<file path="src/rtl/mem_access_stage.sv">
// MEM stage: data-memory access (lw/lb/lbu/sw/sb), load extraction and MEM/WB register.
// Latency: 1 cycle for non-memory ops; memory ops take IDLE + N BUSY + DONE cycles.
// Backpressure: mem_stall freezes upstream until dm_ack or timeout; stalled cycles load a bubble.
module mem_access_stage #(
  parameter int          TIMEOUT     = 16,
  parameter logic [31:0] LINK_OFFSET = 32'd4
) (
  input  logic        clk,
  input  logic        regReset,
  input  logic        mem2Reg_mem,
  input  logic        regWr_mem,
  input  logic        memWr_mem,
  input  logic        lb_mem,
  input  logic        lbu_mem,
  input  logic        sb_mem,
  input  logic        link_mem,
  input  logic [31:0] aluResult_mem,
  input  logic [31:0] busB_mem,
  input  logic [4:0]  rw_mem,
  input  logic [31:0] instru_memAddress,
  output logic        dm_req,
  output logic        dm_we,
  output logic [3:0]  dm_be,
  output logic [31:0] dm_addr,
  output logic [31:0] dm_wdata,
  input  logic [31:0] dm_rdata,
  input  logic        dm_ack,
  output logic        mem_stall,
  output logic        dm_err,
  output logic        regWr_wb,
  output logic [4:0]  rw_wb,
  output logic [31:0] busW_wb
);

  typedef enum logic [1:0] {IDLE, BUSY, DONE} state_t;

  localparam int            CW       = $clog2(TIMEOUT) + 1;
  localparam logic [CW-1:0] CNT_LAST = CW'(TIMEOUT - 1);

  state_t        state_q, state_d;
  logic [CW-1:0] cnt_q, cnt_d;
  logic [31:0]   rdata_q, rdata_d;
  logic          err_q, err_d;
  logic          regwr_wb_q, regwr_wb_d;
  logic [4:0]    rw_wb_q, rw_wb_d;
  logic [31:0]   busw_wb_q, busw_wb_d;

  logic        access, byte_op, misaligned, aligned_acc;
  logic        stall, req, busy;
  logic [3:0]  be_w;
  logic [31:0] wdata_w;
  logic [7:0]  lane;
  logic [31:0] load_data, busw;

  // Decode the access type and build byte enables / write data for the port
  always_comb begin
    access      = mem2Reg_mem | memWr_mem;
    byte_op     = lb_mem | lbu_mem | sb_mem;
    misaligned  = access & ~byte_op & (aluResult_mem[1:0] != 2'b00);
    aligned_acc = access & ~misaligned;
    be_w        = sb_mem ? (4'b0001 << aluResult_mem[1:0]) : 4'b1111;
    wdata_w     = sb_mem ? {4{busB_mem[7:0]}} : busB_mem;
  end

  // Access sequencer: next state, timeout counter, captured read data, sticky error
  always_comb begin
    state_d = state_q;
    cnt_d   = cnt_q;
    rdata_d = rdata_q;
    err_d   = err_q;
    stall   = 1'b0;
    req     = 1'b0;
    case (state_q)
      IDLE: begin
        cnt_d = '0;
        if (aligned_acc) begin
          stall   = 1'b1;
          state_d = BUSY;
        end else if (misaligned) begin
          err_d = 1'b1;
        end
      end
      BUSY: begin
        req   = 1'b1;
        stall = 1'b1;
        cnt_d = cnt_q + CW'(1);
        if (dm_ack) begin
          rdata_d = dm_rdata;
          state_d = DONE;
        end else if (cnt_q == CNT_LAST) begin
          err_d   = 1'b1;
          rdata_d = '0;
          state_d = DONE;
        end
      end
      DONE: begin
        cnt_d   = '0;
        state_d = IDLE;
      end
      default: begin
        cnt_d   = '0;
        state_d = IDLE;
      end
    endcase
  end

  // Pick the addressed byte lane and extend it, then select write-back data
  always_comb begin
    case (aluResult_mem[1:0])
      2'd0:    lane = rdata_q[7:0];
      2'd1:    lane = rdata_q[15:8];
      2'd2:    lane = rdata_q[23:16];
      default: lane = rdata_q[31:24];
    endcase
    if (lb_mem)       load_data = {{24{lane[7]}}, lane};
    else if (lbu_mem) load_data = {24'h0, lane};
    else              load_data = rdata_q;
    if (link_mem)         busw = instru_memAddress + LINK_OFFSET;
    else if (mem2Reg_mem) busw = load_data;
    else                  busw = aluResult_mem;
  end

  // MEM/WB next value: bubble while stalled so a held instruction writes back once
  always_comb begin
    regwr_wb_d = 1'b0;
    rw_wb_d    = '0;
    busw_wb_d  = '0;
    if (!stall) begin
      regwr_wb_d = regWr_mem & ~misaligned;
      rw_wb_d    = rw_mem;
      busw_wb_d  = busw;
    end
  end

  // State and pipeline registers
  always_ff @(posedge clk or negedge regReset) begin
    if (!regReset) begin
      state_q    <= IDLE;
      cnt_q      <= '0;
      rdata_q    <= '0;
      err_q      <= 1'b0;
      regwr_wb_q <= 1'b0;
      rw_wb_q    <= '0;
      busw_wb_q  <= '0;
    end else begin
      state_q    <= state_d;
      cnt_q      <= cnt_d;
      rdata_q    <= rdata_d;
      err_q      <= err_d;
      regwr_wb_q <= regwr_wb_d;
      rw_wb_q    <= rw_wb_d;
      busw_wb_q  <= busw_wb_d;
    end
  end

  // Port drive: request fields only while BUSY; reset forces handshake and stall low at once
  always_comb begin
    busy      = (state_q == BUSY);
    dm_req    = req & regReset;
    mem_stall = stall & regReset;
    dm_we     = busy & memWr_mem;
    dm_be     = busy ? be_w : 4'b0000;
    dm_addr   = busy ? {aluResult_mem[31:2], 2'b00} : 32'h0;
    dm_wdata  = busy ? wdata_w : 32'h0;
    dm_err    = err_q;
    regWr_wb  = regwr_wb_q;
    rw_wb     = rw_wb_q;
    busW_wb   = busw_wb_q;
  end

endmodule

</file>
<file path="config.mk">
export PLATFORM = sky130hd
export DESIGN_NAME = mem_access_stage
export DESIGN_NICKNAME = d
export VERILOG_FILES = /design/src/rtl/mem_access_stage.sv
export SDC_FILE = /design/constraint.sdc
export NUM_CORES = 1
export LEC_CHECK = 0
export CAP_MARGIN = 20
export CORE_MARGIN = 2
export CORE_UTILIZATION = 36
export DETAILED_ROUTE_END_ITERATION = 8
export PLACE_DENSITY = 0.77
export SLEW_MARGIN = 5
export SYNTH_ARGS = -nofsm -noshare
export SYNTH_HDL_FRONTEND = slang
export SYNTH_SLANG_ARGS = --single-unit
</file>
<file path="constraint.sdc">
create_clock -name clk -period 1.9 [get_ports clk]
set_input_delay 0.19 -clock clk [delete_from_list [all_inputs] [get_ports clk]]
set_output_delay 0.19 -clock clk [all_outputs]
set_load 0.02 [all_outputs]
</file>
==> results.py <==
metrics = {
    "critical_path": {
        "critical_path.top_delay_family": "simple AND/OR/NAND/NOR gates",
        "worst_setup_path_end_kind": "register",
        "critPathArrivalTime_ns": 2.10,
        "cp_cell_sequence": "clkdlybuf4s50_1 -> nand3_2 -> or4_4 -> nor3_4 -> mux2i_2 -> a2111oi_4",
        "crit_buf_inv": 1,
        "cp_slowest_cell": "or4_4",
        "crit_fanout": 4,
        "cp-start-kind": "primary input",
        "max_stage_delay_ns": 0.60,
        "reg2reg_slack_ns": 0.07,
        "crit_required_ns": 2.14,
        "critPathKind": "in2reg",
    },
    "global_route": {
        "met1_usage_pct": 34.5,
        "grt_pass1_wl_um": 29500,
        "track_usage_pct": 26.6,
        "grt_util_met3_pct": 5.56,
        "overflow": 0,
        "grtUsageMet2_pct": 44.4,
        "grt_pass1_vias": 5440,
        "grt_max_degree": 51,
        "antenna_found_initial": 0,
        "busiest_layer": "met2",
    },
    "route": {
        "finalWirelength_um": 19400,
        "first_pass_iters": 6,
        "wire_per_inst_um": 19.1,
        "drcViolationCount": 0,
        "antenna_left": 0,
        "via_per_inst": 5.40,
        "drtIter0Drc": 664,
        "vias": 5484,
    },
    "synthesis": {
        "ys.flop_type": "dfrtp_1",
        "ys_ff_latch": 78,
        "netlist_area_um2": 4810,
        "synth_edf_count": 0,
        "synth_top_area_share_pct": 40.6,
        "synth_cells": 535,
        "synth_most_common_cell": "dfrtp_1",
        "yosysWarnings": 0,
        "synth-async-reset-ratio_pct": 100,
        "ys_seq_area_share_pct": 40.6,
        "avgSynthCellArea_um2": 8.99,
        "synth_area_leaders": "dfrtp_1 (41%), a22o_1 (7.1%), a21oi_1 (7.0%)",
        "yosysTopAreaCell": "dfrtp_1",
        "synth_common_cells": "dfrtp_1 (78), a21oi_1 (67), and2_1 (48)",
        "synthDistinctLibCells": 52,
    },
    "sta": {
        "finalCritPeriodShare_pct": 97.5,
        "setup_viol": 0,
        "max_slew_margin_pct": 58.9,
        "hold_ws_ns": 0.267,
        "fmax_ghz": 0.540,
        "layout_min_cycle_time_ns": 1.85,
        "clock_skew_ns": 0.00600,
        "worst_slew_pin_slew_ns": 0.609,
        "finalHoldViolCount": 0,
        "report.final.slew_viol_count": 0,
        "fin_setup_tns_ns": 0,
    },
    "floorplanning": {
        "die_area_um2": 14300,
        "die_y_um": 120,
        "initial_utilization_pct": 36.6,
        "die_x_um": 120,
        "fp-row-count": 42,
        "coreArea_um2": 13100,
        "ios": 253,
    },
    "cts": {
        "clkLatencyLatePin_ns": 0.34,
        "cts_htree_levels": 3,
        "clockRootBuffer": "clkbuf_16",
        "numCtsBuffers": 9,
        "cts.clk_slew.worst_paths_ns": 0.06,
        "cts_tree": "built",
        "cts_sinks": 78,
        "clockBufferDepth": 2,
    },
    "cells_and_area": {
        "layout-drive-gt1-share_pct": 18.0,
        "area_growth_pct": 73.9,
        "num_antenna_cells": 0,
        "ff_latch_area_um2": 1950,
        "nNetsFinal": 980,
        "nFillCells": 1084,
        "multi_input_area_um2": 2740,
    },
    "placed_design": {
        "globalplace.congestion": 0.935,
        "port_buffers": 250,
        "hpwl_um": 15200,
    },
    "power_and_ir_drop": {
        "ir_worst_vdd_uv": 545,
        "power_density_nw_per_um2": 1080,
        "p_leak_nw": 3.73,
    },
    "run_status": {
        "status": "finished, final reports clean",
    },
    "run": {
        "drv_cap": 0,
    },
    "min_path": {
        "worstHoldPathType": "in2reg",
    },
}
-- metal layers --
metal / share of wire [%] / up-vias / routed length (um)
met1: 41 / 2617 / 7890
li1: - / 2540 / -
met2: 49 / 281 / 9430
met3: 7.6 / 46 / 1480
met4: 3.0 / 0 / 577
met5: 0 / - / 0
-- repair_timing --
item	in CTS	in global routing
buffers inserted	0	1
gates resized for setup	78	91
setup endpoints to repair	72	85
endpoints found under the hold margin	78	0
pin swaps	1	8
hold buffers	1	0
-- flip-flops by register name, indices dropped and copies added, names as in the netlist --
name	flops
busW_wb	32
rdata_q	32
cnt_q	5
rw_wb	5
state_q	2
dm_err	1
regWr_wb	1
-- logic make-up after synthesis --
logic type | share of synthesized area (%)
AO/OA/AOI/OAI | 23.5
XOR/XNOR | 4.55
adder cells (fa/ha/maj) | 0.780
buffers and inverters | 4.21
flip-flops | 40.6
multiplexers | 2.68
other | 0.0779
AND/OR/NAND/NOR | 23.7
-- tightest hold or removal path, cell delays in order --
cell	delay, ns
dlymetal6s2s_1	0.14
buf_4	0.14
a2111oi_0	0.09
-- report_power, final --
group	switching, mW	total [mW]	internal, mW
combinational	2.38	4.54	2.15
clock	0.742	1.78	1.04
sequential	0.476	2.70	2.22
total	3.60	9.02	5.41
-- per-stage QoR --
stage / total power, mW / instance area [um^2] / instances / worst slack, ns / utilization (%)
final: 9.02 / 8370 / 1015 / 0.0466 / 63.7
after global routing: 9.41 / 8370 / 1015 / -0.00341 / 63.7
after CTS: 8.97 / 8310 / 1014 / -0.113 / 63.2
after detailed placement: 7.46 / 8060 / 997 / -0.422 / 61.3
after global placement: 7.35 / 8060 / 997 / -0.340 / 61.3
after floorplan: 4.89 / 4820 / 536 / 0.121 / -
-- final cells by class --
class	count	area share (%)
tap	176	2.63
sequential	78	23.3
timing repair buffer	330	37.3
multi-input combinational	407	32.7
inverter	8	0.359
clock inverter	7	0.972
clock buffer	9	2.69
-- path summary, 6_finish.rpt --
path                       depth (start not counted)           to             startpoint
max in group asynchronous                          3  rdata_q[13]               regReset
hold / removal                                     3   busW_wb[2]   instru_memAddress[2]
hold reg to reg                                    1     cnt_q[0]               cnt_q[0]
setup / recovery                                   6  busW_wb[29]  instru_memAddress[14]
min in group asynchronous                          3   busW_wb[0]               regReset
setup reg to reg                                   6  busW_wb[10]             state_q[0]
-- layout by cell type, fill, tap and decap left out, drive strengths merged, types with 14 or more instances in the layout --
master | Yosys | routed
nor3 | 19 | 19
xnor2 | 18 | 18
buf | 8 | 82
a21oi | 67 | 67
nor2 | 34 | 34
clkdlybuf4s50 | 0 | 167
nand2 | 24 | 24
nand2b | 29 | 29
and2 | 48 | 48
dfrtp | 78 | 78
a211oi | 14 | 14
a22o | 39 | 39
clkbuf | 35 | 26
o21ai | 20 | 20
clkdlybuf4s15 | 0 | 29
dlygate4sd2 | 0 | 22
(Power assumes the default switching activity.)
